`src/rtl/semaphore_pkg.sv`:
```
// Shared definitions for the semaphore sequencer and the semaphore units it
// drives: sequencer state encoding, index-width helper and the default tick
// constants both sides must agree on.
package semaphore_pkg;

  localparam int unsigned DEF_N_UNITS     = 2;
  localparam int unsigned DEF_STEP_TICKS  = 3;
  localparam int unsigned DEF_CLEAR_TICKS = 4;
  localparam int unsigned DEF_MAX_STEPS   = 8;

  typedef enum logic [2:0] {
    SEQ_IDLE,
    SEQ_CLEAR,
    SEQ_WAIT,
    SEQ_PULSE,
    SEQ_FAULT
  } seq_state_t;

  // Width of a unit index; never narrower than one bit.
  function automatic int unsigned idx_width(input int unsigned n);
    return (n > 1) ? $clog2(n) : 1;
  endfunction

endpackage

```
`src/rtl/tick_timer.sv`:
```
// Loadable up-counter used as the sequencer's phase timer.
// Ports:
//   clk, reset - clock and asynchronous active-low reset
//   clear      - force the count back to zero (wins over inc_en)
//   inc_en     - advance the count this cycle
//   limit      - number of counted cycles in the current phase
//   expired    - high in the cycle that completes the limit-th count
module tick_timer #(
  parameter int unsigned W = 3
) (
  input  logic         clk,
  input  logic         reset,
  input  logic         clear,
  input  logic         inc_en,
  input  logic [W-1:0] limit,
  output logic         expired
);

  logic [W-1:0] cnt_q, cnt_d;

  assign expired = inc_en && (cnt_q == limit - W'(1));

  always_comb begin
    cnt_d = cnt_q;
    if (clear)       cnt_d = '0;
    else if (inc_en) cnt_d = cnt_q + W'(1);
  end

  always_ff @(posedge clk or negedge reset) begin
    if (!reset) cnt_q <= '0;
    else        cnt_q <= cnt_d;
  end

endmodule

```
`src/rtl/semaphore_sequencer.sv`:
```
// Round-robin master for a bank of semaphore units. Grants one unit at a time
// after a timed all-red clearance, paces its advance pulses and latches a
// sticky fault on any protocol violation.
// Ports:
//   clk, reset  - clock and asynchronous active-low reset
//   start       - level; run the sequence (dropping it stops at a unit boundary)
//   hold        - level; freezes the step timer while waiting
//   red, done   - per-unit red lamp state and cycle-complete pulse
//   en, next    - per-unit enable (one-hot or zero) and one-cycle advance pulse
//   active_idx  - index of the granted / next-to-grant unit
//   busy, fault - sequencing in progress / sticky error flag
module semaphore_sequencer import semaphore_pkg::*; #(
  parameter int unsigned N_UNITS     = DEF_N_UNITS,
  parameter int unsigned STEP_TICKS  = DEF_STEP_TICKS,
  parameter int unsigned CLEAR_TICKS = DEF_CLEAR_TICKS,
  parameter int unsigned MAX_STEPS   = DEF_MAX_STEPS
) (
  input  logic                             clk,
  input  logic                             reset,
  input  logic                             start,
  input  logic                             hold,
  input  logic [N_UNITS-1:0]               red,
  input  logic [N_UNITS-1:0]               done,
  output logic [N_UNITS-1:0]               en,
  output logic [N_UNITS-1:0]               next,
  output logic [idx_width(N_UNITS)-1:0]    active_idx,
  output logic                             busy,
  output logic                             fault
);

  localparam int unsigned IW   = idx_width(N_UNITS);
  localparam int unsigned TMAX = (CLEAR_TICKS > STEP_TICKS) ? CLEAR_TICKS : STEP_TICKS;
  localparam int unsigned TW   = $clog2(TMAX + 1);
  localparam int unsigned SW   = $clog2(MAX_STEPS + 1);

  function automatic logic [N_UNITS-1:0] onehot(input logic [IW-1:0] i);
    onehot    = '0;
    onehot[i] = 1'b1;
  endfunction

  seq_state_t        state_q, state_d;
  logic [IW-1:0]     idx_q, idx_d;
  logic [SW-1:0]     step_q, step_d;
  logic [N_UNITS-1:0] en_q, en_d, next_q, next_d;
  logic              busy_q, busy_d, fault_q, fault_d;

  logic              timer_clear, timer_inc, timer_expired;
  logic [TW-1:0]     timer_limit;
  logic              done_own, done_stray;
  logic [SW-1:0]     step_inc;
  logic [IW-1:0]     idx_wrap;

  // CLEAR and WAIT never overlap, so one timer serves both; it restarts on
  // every state change.
  assign timer_clear = (state_d != state_q);
  assign timer_inc   = (state_q == SEQ_CLEAR) || ((state_q == SEQ_WAIT) && !hold);
  assign timer_limit = (state_q == SEQ_CLEAR) ? TW'(CLEAR_TICKS) : TW'(STEP_TICKS);

  tick_timer #(.W(TW)) u_timer (
    .clk     (clk),
    .reset   (reset),
    .clear   (timer_clear),
    .inc_en  (timer_inc),
    .limit   (timer_limit),
    .expired (timer_expired)
  );

  assign done_own   = done[idx_q];
  assign done_stray = |(done & ~onehot(idx_q));
  assign step_inc   = step_q + SW'(1);
  assign idx_wrap   = (idx_q == IW'(N_UNITS - 1)) ? '0 : idx_q + IW'(1);

  always_ff @(posedge clk or negedge reset) begin
    if (!reset) begin
      state_q <= SEQ_IDLE;
      idx_q   <= '0;
      step_q  <= '0;
      en_q    <= '0;
      next_q  <= '0;
      busy_q  <= 1'b0;
      fault_q <= 1'b0;
    end else begin
      state_q <= state_d;
      idx_q   <= idx_d;
      step_q  <= step_d;
      en_q    <= en_d;
      next_q  <= next_d;
      busy_q  <= busy_d;
      fault_q <= fault_d;
    end
  end

  always_comb begin
    state_d = state_q;
    idx_d   = idx_q;
    step_d  = step_q;
    unique case (state_q)
      SEQ_IDLE: begin
        if (|done)      state_d = SEQ_FAULT;
        else if (start) state_d = SEQ_CLEAR;
      end
      SEQ_CLEAR: begin
        if (|done) state_d = SEQ_FAULT;
        else if (timer_expired) begin
          if (&red) begin
            state_d = SEQ_WAIT;
            step_d  = '0;
          end else begin
            state_d = SEQ_FAULT;
          end
        end
      end
      SEQ_WAIT, SEQ_PULSE: begin
        if (done_stray) begin
          state_d = SEQ_FAULT;
        end else if (done_own) begin
          // Completion outranks the step watchdog firing in the same cycle.
          idx_d   = idx_wrap;
          state_d = start ? SEQ_CLEAR : SEQ_IDLE;
        end else if (state_q == SEQ_WAIT) begin
          if (timer_expired) state_d = SEQ_PULSE;
        end else begin
          step_d  = step_inc;
          state_d = (step_inc == SW'(MAX_STEPS)) ? SEQ_FAULT : SEQ_WAIT;
        end
      end
      default: state_d = SEQ_FAULT;
    endcase
  end

  // Outputs are decoded from the next state so the registered copies line up
  // with the state register.
  always_comb begin
    en_d    = '0;
    next_d  = '0;
    busy_d  = (state_d != SEQ_IDLE) && (state_d != SEQ_FAULT);
    fault_d = (state_d == SEQ_FAULT);
    if ((state_d == SEQ_WAIT) || (state_d == SEQ_PULSE)) en_d   = onehot(idx_d);
    if (state_d == SEQ_PULSE)                            next_d = onehot(idx_d);
  end

  assign en         = en_q;
  assign next       = next_q;
  assign active_idx = idx_q;
  assign busy       = busy_q;
  assign fault      = fault_q;

endmodule
```
`config.mk`:
```
export PLATFORM = sky130hd
export DESIGN_NAME = semaphore_sequencer
export DESIGN_NICKNAME = d
export VERILOG_FILES = /design/src/rtl/semaphore_pkg.sv /design/src/rtl/tick_timer.sv /design/src/rtl/semaphore_sequencer.sv
export SDC_FILE = /design/constraint.sdc
export NUM_CORES = 1
export LEC_CHECK = 0
export BUFFER_PORTS_ARGS = -buffer_cell sky130_fd_sc_hd__buf_2
export CAP_MARGIN = 40
export CORE_ASPECT_RATIO = 0.6
export CORE_MARGIN = 4
export CORE_UTILIZATION = 33
export CTS_BUF_LIST = sky130_fd_sc_hd__clkbuf_16
export DETAILED_ROUTE_END_ITERATION = 6
export SYNTH_ARGS = -nofsm -noshare
export SYNTH_HDL_FRONTEND = slang
export SYNTH_SLANG_ARGS = --single-unit
```
`constraint.sdc`:
```
create_clock -name clk -period 3 [get_ports clk]
set_clock_uncertainty 0.2 [all_clocks]
set_input_delay 0.45 -clock clk [delete_from_list [all_inputs] [get_ports clk]]
set_output_delay 0.45 -clock clk [all_outputs]
set_load 0.02 [all_outputs]
```
==> impl.org <==
** Run status
- The run finished with clean final reports.

** Power
- In this run the static leakage power is 0.526 nW.
- In this run the power density over the cells is 433 nW/um^2.
- Overall power consumption after layout is estimated at around 0.52 mW.
- The worst-case IR drop observed on VDD is between 0.2 and 0.25 mV.

** Floorplanning
- Core area :: 2910 um^2
- Die Height :: about 51 um
- Pin placement for this block handled 15 I/O pins.
- Die ar. :: around 4100 um^2
- The floorplan has 15 rows.
- The die is 79.8 um wide.
- For this configuration, the core starts out at a cell density of 35.1%.

** CTS
- CTS built an H-tree with a depth of 1.
- Clock tree synthesis selected as its root buffer the cell clkbuf_16.
- Counting the buffers created by CTS gives 3.
- Number of buffers on the longest clock path :: 2
- Insertion delay to the later sink of the worst-skew pair :: 250 ps
- Post-CTS timing repair inserted 0 buffers for setup.
- Clock sinks :: 17
- Clock tree from TritonCTS :: done
- Clock-pin slew was measured on the worst setup and hold paths at 50 ps.

** Timing
- Headroom to the max-slew limit came out at 66.5%.
- Final number of setup-violating endpoints :: 0
- Post-route clock period utilization :: 73.3%
- Setup TNS :: 0 ps
- Setup repair after global routing left no endpoint under its margin.
- Final number of hold-violating endpoints :: 0
- Max-slew violation count :: 0
- Worst hold margin :: between 300 and 400 ps
- For the pin with the worst max-slew slack, the measured transition is 499 ps.
- Counting I/O delays and the setup requirement, the final critical path takes between 2000 and 2500 ps.
- Derived from the worst setup path, the maximum achievable clock frequency is 0.455 GHz.

** Drt
- DRC Markers :: 0
- Dividing the detail-routed wire length by the instance count gives approximately 13 um.
- The first TritonRoute pass finished after 4 iterations.
- In this run, the number of DRC markers left after iteration 0 of detailed routing was 60.
- The routed design has 2.21 mm of wire.
- Via density per instance :: 5.15
- In this run the remaining antenna-violating nets after routing total 0.
- Across all layers, the routed design uses 875 vias.

** Setup path
- Total number of cells along the worst setup path :: 5
- In this design, the stage delay of the slowest critical-path cell is between 600 and 700 ps.
- Data arrives at the worst endpoint at 2150 ps.
- Crit path max-delay family :: simple AND/OR/NAND/NOR gates
- The worst setup path is of the register to register kind.
- Logic depth of the worst register-to-register path :: 5
- Along the worst path, the maximum fanout reaches 17.
- Startpoint type of the worst setup path :: register
- Traced cell by cell, the critical path runs through or3b_4, nor3_2, a311o_2, nand4_2, nor4_2.
- Setup slack on the worst reg-to-reg path comes out at 800 ps.
- Buffer and inverter count on the worst path :: 0
- Worst endpoint required time :: slightly below 3000 ps
- The largest individual stage delay along the critical path comes from the cell dfrtp_1.
- STA classifies the critical path endpoint as a register.

** Job
- Max-cap violations in this run came to 0.

** Final layout
- Storage element area :: 425 um^2
- The repair_antennas step left the layout with diodes totalling 0.
- Growth of design area from synthesis to finish :: 18.7%
- The filler cells instantiated in the layout total 282.
- Layout cells sized above 1 :: 21.1%
- At the end of the flow the core is filled with cells to 41.6%.
- Multi-input logic area :: 551 um^2
- Net count of the finished layout :: 139

** Global route
- Global routing finished with a remaining overflow of 0.
- Vias in the first global route :: 797
- Wire length of the first global-routing pass :: 3.83 mm
- Entering global routing, the biggest net connects 18 pins.
- For this run, the total global-route usage over all layers was measured as around an eighth.
- Initial antenna violation count :: 0

** Synthesis
- A synthesized cell averages 9.02 um^2.
- Synth top area cells :: dfrtp_1, nand2_1, nand2b_1
- Proportion of register bits with asynchronous set or reset after synthesis :: 100%
- Synth Cell Area :: 1020 um^2
- After synthesis, the largest area contributor takes up 41.7% of total cell area.
- Netlist cell types :: 43
- The most used flip-flop cell after synthesis is dfrtp_1.
- Post-synthesis cell type with the largest combined area :: dfrtp_1
- Instance count of the mapped netlist :: 113
- Synthesis inferred 17 register bits.
- Warnings, synthesis :: 0
- For this run, the register share of the synthesized area comes to 41.7%.
- The number of nets in the synthesized netlist is 123.
- Number of flops mapped to enable cells by yosys :: 0

** Min path
- Min-Delay Path Depth :: 2
- Type of the tightest min-delay check :: register to register

** Placed design
- Number of I/O port buffers :: 14
- Final Wtd Congestion :: 0.916
- Detailed placement ended at an HPWL of around 1.6 mm.
state kept, by name, summed over array words and instances, names as in the netlist:
register / flops
en: 2
step_q: 4
next: 2
active_idx: 1
fault: 1
busy: 1
state_q: 3
u_timer.cnt_q: 3
synthesized netlist by cell type (all sizes together) (2+ instances only):
cell type  count
dfrtp         17
nand2b         7
o21ai          8
buf            3
ha             2
nor2           9
inv            5
nand2         13
or3b           3
a21oi          6
nor3b          2
nand3          4
nor2b          2
nor3           6
o32ai          2
repair_timing:
item | in CTS | in global routing
hold buffers | 1 | 0
endpoints found under the hold margin | 17 | 0
gates resized for setup | 0 | 0
endpoints found under the setup margin | 0 | 0
routing by layer:
metal	share of wire [%]	up-vias	GRT usage, %
met4	1.7	0	5.62
met2	40	42	16.8
li1	-	434	-
met1	49	395	17.4
met3	8.6	4	3.87
met5	0	-	0
placed cells by master (no fill, tap or decap), types with 2 or more instances in the layout:
cell,instances
a21oi_1,6
buf_2,14
clkbuf_16,3
dfrtp_1,17
ha_1,2
inv_1,5
nand2_1,13
nand2b_1,7
nand3_1,4
nor2_1,9
nor2b_1,2
nor3_1,4
nor3_2,2
nor3b_1,2
o21ai_1,8
o32ai_1,2
through the flow:
step,setup WS [ps],cell area [um^2],cells
global route,654,1210,170
finish,801,1210,170
detailed placement,825,1120,165
floorplan,1060,1020,113
global placement,891,1120,165
CTS,812,1210,170
layout make-up:
type / instances / share of cell area [%]
Inverter: 5 / 1.55
Sequential cell: 17 / 35.2
Clock buffer: 3 / 6.20
Multi-Input combinational cell: 87 / 45.5
Clock inverter: 1 / 0.620
Timing Repair Buffer: 15 / 6.62
Tap cell: 42 / 4.34
worst paths after layout:
kind                                         end        from
worst max register to register  u_timer.cnt_q[1]  state_q[1]
worst min-delay path                   step_q[3]   step_q[3]
max in group asynchronous       u_timer.cnt_q[1]       reset
worst min register to register         step_q[3]   step_q[3]
worst max-delay path            u_timer.cnt_q[1]  state_q[1]
min in group asynchronous             state_q[2]       reset
cell families (layout without fill, tap and decap cells):
family	Yosys count	count (layout)	share of synthesized area (%)
buffers and inverters	9	24	4.29
XOR/XNOR	2	2	1.72
adder cells (fa/ha/maj)	2	2	2.45
flip-flops	17	17	41.7
AO/OA/AOI/OAI	27	27	17.7
AND/OR/NAND/NOR	56	56	32.1
power breakdown:
group	total (mW)	internal, mW	switching [mW]
clock	0.273	0.180	0.0935
sequential	0.230	0.230	0.0000718
combinational	0.0203	0.00755	0.0128
worst register-to-register path: stages (launching register included):
cell	delay, ps
dfrtp_1	640
or3b_4	470
nor3_2	200
a311o_2	150
nand4_2	130
nor4_2	310
Power figures use the tool's default switching activity.
